`config.mk`:
```
export PLATFORM = sky130hd
export DESIGN_NAME = updown_counter_param_flat
export DESIGN_NICKNAME = d
export VERILOG_FILES = /design/src/rtl/updown_counter_param_pkg.sv /design/src/rtl/updown_counter_param_if.sv /design/src/rtl/updown_counter_param_tick.sv /design/src/rtl/updown_counter_param.sv /design/src/flat_wrapper.sv
export SDC_FILE = /design/constraint.sdc
export NUM_CORES = 1
export LEC_CHECK = 0
export BUFFER_PORTS_ARGS = -buffer_cell sky130_fd_sc_hd__buf_2
export CAP_MARGIN = 20
export CORE_UTILIZATION = 35
export DETAILED_ROUTE_END_ITERATION = 7
export HOLD_SLACK_MARGIN = 0.03
export PLACE_DENSITY_LB_ADDON = 0.3
export SKIP_CTS_REPAIR_TIMING = 1
export SLEW_MARGIN = 20
export SYNTH_ARGS = -nofsm -noshare
export SYNTH_HDL_FRONTEND = slang
export SYNTH_SLANG_ARGS = --single-unit
```
`constraint.sdc`:
```
create_clock -name CLK100MHZ -period 6.4 [get_ports CLK100MHZ]
set_input_delay 0.96 -clock CLK100MHZ [delete_from_list [all_inputs] [get_ports CLK100MHZ]]
set_output_delay 0.96 -clock CLK100MHZ [all_outputs]
set_load 0.01 [all_outputs]
```
`src/rtl/updown_counter_param_pkg.sv`:
```
// updown_pkg: mode encodings and sizing helper shared by the up/down counter blocks
package updown_pkg;
  localparam logic [1:0] MODE_HOLD  = 2'b00;
  localparam logic [1:0] MODE_UP    = 2'b01;
  localparam logic [1:0] MODE_DOWN  = 2'b10;
  localparam logic [1:0] MODE_CLEAR = 2'b11;
  function automatic int clog2(input longint v);
    int r;
    r = 0;
    while ((64'sd1 << r) < v) r++;
    return r;
  endfunction
endpackage

```
`src/rtl/updown_counter_param_if.sv`:
```
// updown_counter_param_if: control inputs and count/strobe outputs of the up/down counter
interface updown_counter_param_if #(parameter int WIDTH = 8);
  logic [1:0]       mode;
  logic             load;
  logic [WIDTH-1:0] load_val;
  logic [WIDTH-1:0] count;
  logic             tick;
  logic             carry;
  logic             borrow;
  modport master (output mode, load, load_val, input count, tick, carry, borrow);
  modport slave  (input mode, load, load_val, output count, tick, carry, borrow);
endinterface

```
`src/rtl/updown_counter_param_tick.sv`:
```
// tick_gen: free-running divide-by-DIV prescaler producing a one-cycle enable strobe
module tick_gen
  import updown_pkg::*;
#(
  parameter int DIV = 10
) (
  input  logic CLK100MHZ,
  input  logic CPU_RESETN,
  output logic tick
);
  localparam int W = clog2(DIV) > 0 ? clog2(DIV) : 1;
  localparam logic [W-1:0] LAST = W'(DIV - 1);
  logic [W-1:0] div_cnt;
  // prescaler counts 0..DIV-1 and wraps, independent of any counter control
  always_ff @(posedge CLK100MHZ or negedge CPU_RESETN)
    if (!CPU_RESETN) div_cnt <= '0;
    else div_cnt <= div_cnt == LAST ? '0 : div_cnt + 1'b1;
  // reset gating keeps tick low in reset even when DIV=1 makes the decode always true
  assign tick = CPU_RESETN && div_cnt == LAST;
endmodule

```
`src/rtl/updown_counter_param.sv`:
```
// updown_counter_param: prescaled up/down counter with load, clear and carry/borrow (UPDOWN_SATURATE_EN selects saturation)
module updown_counter_param
  import updown_pkg::*;
#(
  parameter int     WIDTH     = 8,
  parameter longint CLK_HZ    = 100_000_000,
  parameter longint TICK_HZ   = 1,
  parameter longint MAX_COUNT = (64'sd1 << WIDTH) - 1
) (
  input logic CLK100MHZ,
  input logic CPU_RESETN,
  updown_counter_param_if.slave bus
);
  localparam longint DIV_L = TICK_HZ > 0 ? CLK_HZ / TICK_HZ : 0;
  localparam int DIV = int'(DIV_L);
`ifdef UPDOWN_SATURATE_EN
  localparam bit SAT = 1'b1;
`else
  localparam bit SAT = 1'b0;
`endif
  if (WIDTH < 1 || WIDTH > 32 || DIV_L < 1 || DIV_L > 64'sd2147483647 ||
      MAX_COUNT < 0 || MAX_COUNT > (64'sd1 << WIDTH) - 1) begin : g_bad_cfg
    $error("updown_counter_param: illegal WIDTH/DIV/MAX_COUNT configuration");
  end
  localparam logic [WIDTH-1:0] MAX = WIDTH'(MAX_COUNT);
  logic [WIDTH-1:0] n_count;
  logic             n_carry;
  logic             n_borrow;
  logic             at_max;
  logic             at_zero;
  logic             up;
  logic             dn;
  tick_gen #(.DIV(DIV)) u_tick (
    .CLK100MHZ (CLK100MHZ),
    .CPU_RESETN(CPU_RESETN),
    .tick      (bus.tick)
  );
  // load beats clear beats tick-qualified stepping; overrun wraps or saturates but always flags
  always_comb begin
    at_max   = bus.count == MAX;
    at_zero  = bus.count == '0;
    up       = !bus.load && bus.tick && bus.mode == MODE_UP;
    dn       = !bus.load && bus.tick && bus.mode == MODE_DOWN;
    n_carry  = up && at_max;
    n_borrow = dn && at_zero;
    n_count  = bus.load ? (bus.load_val > MAX ? MAX : bus.load_val)
             : bus.mode == MODE_CLEAR ? '0
             : up ? (at_max ? (SAT ? MAX : '0) : bus.count + 1'b1)
             : dn ? (at_zero ? (SAT ? '0 : MAX) : bus.count - 1'b1)
             : bus.count;
  end
  // count and limit pulses registered together so carry/borrow align with the new count
  always_ff @(posedge CLK100MHZ or negedge CPU_RESETN)
    if (!CPU_RESETN) begin
      bus.count  <= '0;
      bus.carry  <= 1'b0;
      bus.borrow <= 1'b0;
    end else begin
      bus.count  <= n_count;
      bus.carry  <= n_carry;
      bus.borrow <= n_borrow;
    end
endmodule

```
`src/flat_wrapper.sv`:
```
// flat-port wrapper written by rule: the top's interface ports become plain ports
module updown_counter_param_flat import updown_pkg::*;
#(
  parameter int     WIDTH     = 8,
  parameter longint CLK_HZ    = 100_000_000,
  parameter longint TICK_HZ   = 1,
  parameter longint MAX_COUNT = (64'sd1 << WIDTH) - 1
)
  (CLK100MHZ, CPU_RESETN, bus_mode, bus_load, bus_load_val, bus_count, bus_tick, bus_carry, bus_borrow);
  updown_counter_param_if #(.WIDTH(WIDTH)) bus_i ();
  input logic CLK100MHZ;
  input logic CPU_RESETN;
  input wire logic [$bits(bus_i.mode)-1:0] bus_mode;
  input wire logic [$bits(bus_i.load)-1:0] bus_load;
  input wire logic [$bits(bus_i.load_val)-1:0] bus_load_val;
  output wire logic [$bits(bus_i.count)-1:0] bus_count;
  output wire logic [$bits(bus_i.tick)-1:0] bus_tick;
  output wire logic [$bits(bus_i.carry)-1:0] bus_carry;
  output wire logic [$bits(bus_i.borrow)-1:0] bus_borrow;
  assign bus_i.mode = bus_mode;
  assign bus_i.load = bus_load;
  assign bus_i.load_val = bus_load_val;
  assign bus_count = bus_i.count;
  assign bus_tick = bus_i.tick;
  assign bus_carry = bus_i.carry;
  assign bus_borrow = bus_i.borrow;
  updown_counter_param #(.WIDTH(WIDTH), .CLK_HZ(CLK_HZ), .TICK_HZ(TICK_HZ), .MAX_COUNT(MAX_COUNT)) u_core (.CLK100MHZ(CLK100MHZ), .CPU_RESETN(CPU_RESETN), .bus(bus_i));
endmodule
```
==> run_results.csv <==
group,metric,value,unit
yosys,syn_nets,270,
global_route,grt_pass1_wl,9.43,mm
setup_path,critPathMaxFanout,39,
clocking,clk_latency,0.29,ns
routing,vias,1996,
floorplanning,die_h,84.5,um
global_route,grt_max_degree,40,
yosys,ys_top_cells_by_area,"dfrtp_1 39%, xnor2_1 6.2%, nand3_1 3.6%",
layout,final_util,40.4,%
setup_path,path_cells,"buf_2 -> nand4_1 -> or3_1 -> inv_1 -> buf_2",
routing,drt_wl_total,5.59,mm
yosys,async_reset_ff_share,100,%
power,leakagePower,1.11,nW
place,port_buffers,23,
layout,drive_above_1_share,16.8,%
routing,drtIter0Drc,124,
clocking,clockBufferDepth,2,
setup_path,cp_common_cell,"buf_2",
run,drv_cap,0,
global_route,grt-ovfl-total,0,
yosys,synth_area_per_cell,9.42,um2
clocking,cts_root_buf,"clkbuf_8",
routing,vias_per_cell,5.70,
yosys,synth_compound_area_share,13.5,%
setup_path,end_kind,"primary output",
setup_path,cp_slowest_stage_delay,0.67,ns
timing,final_hold_viol_count,0,
yosys,synthMuxAreaShare,3.04,%
place,place_hpwl,3.99,mm
global_route,antenna_found_initial,0,
worst_hold_path,hold_path_class,"reg2reg",
layout,nNetsFinal,290,
setup_path,arrival,2.45,ns
clocking,cts_tree,"built",
yosys,synth_edf_count,0,
timing,fin_setup_tns,0,ns
timing,slew-limit-headroom,41.1,%
yosys,syn_inst,253,
setup_path,crit_path_top_delay_cell,"buf_2",
yosys,synth_cell_type_count,54,
clocking,cts_max_level,2,
timing,tightest_slew,0.883,ns
yosys,synth_flop_cell,"dfrtp_1",
status,violations,"DRC",
layout,num_antenna_cells,0,
setup_path,start_kind,"input pin",
floorplanning,num_rows,29,
global_route,grt_pass1_vias,1886,
yosys,yosysWarnings,0,
routing,wl_per_cell,16.0,um
floorplanning,die-area,7140,um2
yosys,synthDominantCellAreaShare,38.8,%
layout,final_cell_mix,"37 x dfrtp_1, 23 x buf_2, 19 x nor2_1",
power,peakVddDrop,105,uV
yosys,synth_seq_cells,37,
layout,syn_to_final_growth,9.61,%
timing,fin_crit_sh,53.3,%
layout,layout_commonest_cell,"dfrtp_1",
global_route,track_usage,16.8,%
timing,rsz0062_at_grt,"false",
timing,timing.hold.ws,0.480,ns
timing,fmax,0.293,GHz
clocking,cts_num_sinks,37,
status,outcome,"complete, but fails checks",
timing,final.min_clock_period,3.41,ns
yosys,ys_seq_area_share,38.8,%
floorplanning,ios,24,
routing,drc_errors,4,
routing,ant_nets,0,
yosys,synth_top_family_by_area,"simple AND/OR/NAND/NOR gates",
yosys,syn_area,2380,um2
place,gp_congestion,0.852,
layout,fillers,665,
layout,register_area,926,um2
timing,setup_viol,0,
clocking,clkTransAtPathRegs,0.07,ns
timing,skew,0.00674,ns
clocking,cts-buffers-inserted,5,
floorplanning,core_area,6460,um2
floorplanning,die-width,84.5,um
yosys,synthSimpleGateAreaFrac,28.7,%
yosys,yosys.area.top_type,"dfrtp_1",
setup_path,criticalPathCategory,"in2out",
yosys,synth_xor_area_share,9.19,%
timing,slew_viol_final,0,
yosys,synth_fa_ha_area_share,2.10,%
floorplanning,initial_utilization,36.9,%
routing,drt_pass1_iterations,6,
setup_path,required,5.44,ns
layout,multiInputGateArea,1350,um2
power,pwr_density_cell,201,nW/um2
## critical path, delay by kind of cell
kind          cells  cell delay (ns)
simple gates      2             0.61
buf+inv           3             0.88
## logic make-up (layout without fill, tap and decap cells)
family	count (synthesis)	count (layout)
AOI/OAI and AO/OA	47	47
xor gates and xnor gates	25	25
adders and majority gates	4	4
buffers and inverters	20	40
DFF	37	37
muxes	7	7
and+or+nand+nor	113	113
## final cells by class
type,instances,area share (%)
multi-input cells,196,51.6
repair buffers,24,4.69
inverters,9,1.29
clock buffers,7,3.30
well taps,77,3.69
flip-flops and latches,37,35.4
## power by group
part           switching (mW)  leakage, nW  total (mW)  internal, mW
Sequential             0.0251        0.486       0.266         0.241
Clock                  0.0800       0.0443       0.165        0.0854
Combinational          0.0543        0.580      0.0945        0.0402
## metal layers
layer,vias up,track usage [%],part of all wire [%]
met3,8,3.34,4.3
met1,960,23.3,48
li1,979,-,-
met2,49,25.8,47
met5,-,0,0
met4,0,6.63,1.5
## flip-flops by register name, indices dropped and copies added, names as in the netlist
register               flops
u_core.u_tick.div_cnt     27
u_core.bus.borrow          1
u_core.bus.count           8
u_core.bus.carry           1
## synthesized netlist by cell type, types with 2 or more instances
cell type	count
a21oi_1	11
a221o_1	3
a31oi_1	7
and2_2	2
and3_1	5
and4_1	4
and4bb_2	2
buf_6	2
clkbuf_1	7
clkbuf_8	2
dfrtp_1	37
ha_1	4
inv_1	9
mux2_2	2
mux2i_1	5
nand2_1	16
nand2b_1	2
nand3_1	17
nand4_1	8
nor2_1	19
nor2b_1	3
nor3_1	8
nor3b_1	2
nor4_1	9
o211ai_1	3
o21ai_0	7
o22ai_1	2
o31a_2	2
o31ai_1	3
or3_1	3
xnor2_1	17
xor2_1	8
## metrics by stage
| step | instances | instance area (um2) | power, mW | setup slack [ns] |
|---|---|---|---|---|
| after floorplan | 253 | 2380 | 0.331 | 3.97 |
| after global placement | 343 | 2530 | 0.363 | 3.00 |
| after detailed placement | 343 | 2530 | 0.364 | 2.93 |
| after CTS | 350 | 2610 | 0.533 | 2.92 |
| after global routing | 350 | 2610 | 0.555 | 2.74 |
| final | 350 | 2610 | 0.526 | 2.99 |
## worst paths after layout
kind                                                from                        end  slack (ns)  cells after the start
worst max-delay path                          CPU_RESETN                   bus_tick        2.99                      5
worst min-delay path            u_core.u_tick.div_cnt[6]   u_core.u_tick.div_cnt[6]        0.48                      1
worst max register to register  u_core.u_tick.div_cnt[0]        u_core.bus.count[6]        3.99                      6
worst min register to register  u_core.u_tick.div_cnt[6]   u_core.u_tick.div_cnt[6]        0.48                      1
max in group asynchronous                     CPU_RESETN  u_core.u_tick.div_cnt[13]        5.07                      1
min in group asynchronous                     CPU_RESETN  u_core.u_tick.div_cnt[17]        0.79                      1
No activity file was read; power rests on OpenSTA's default activity.
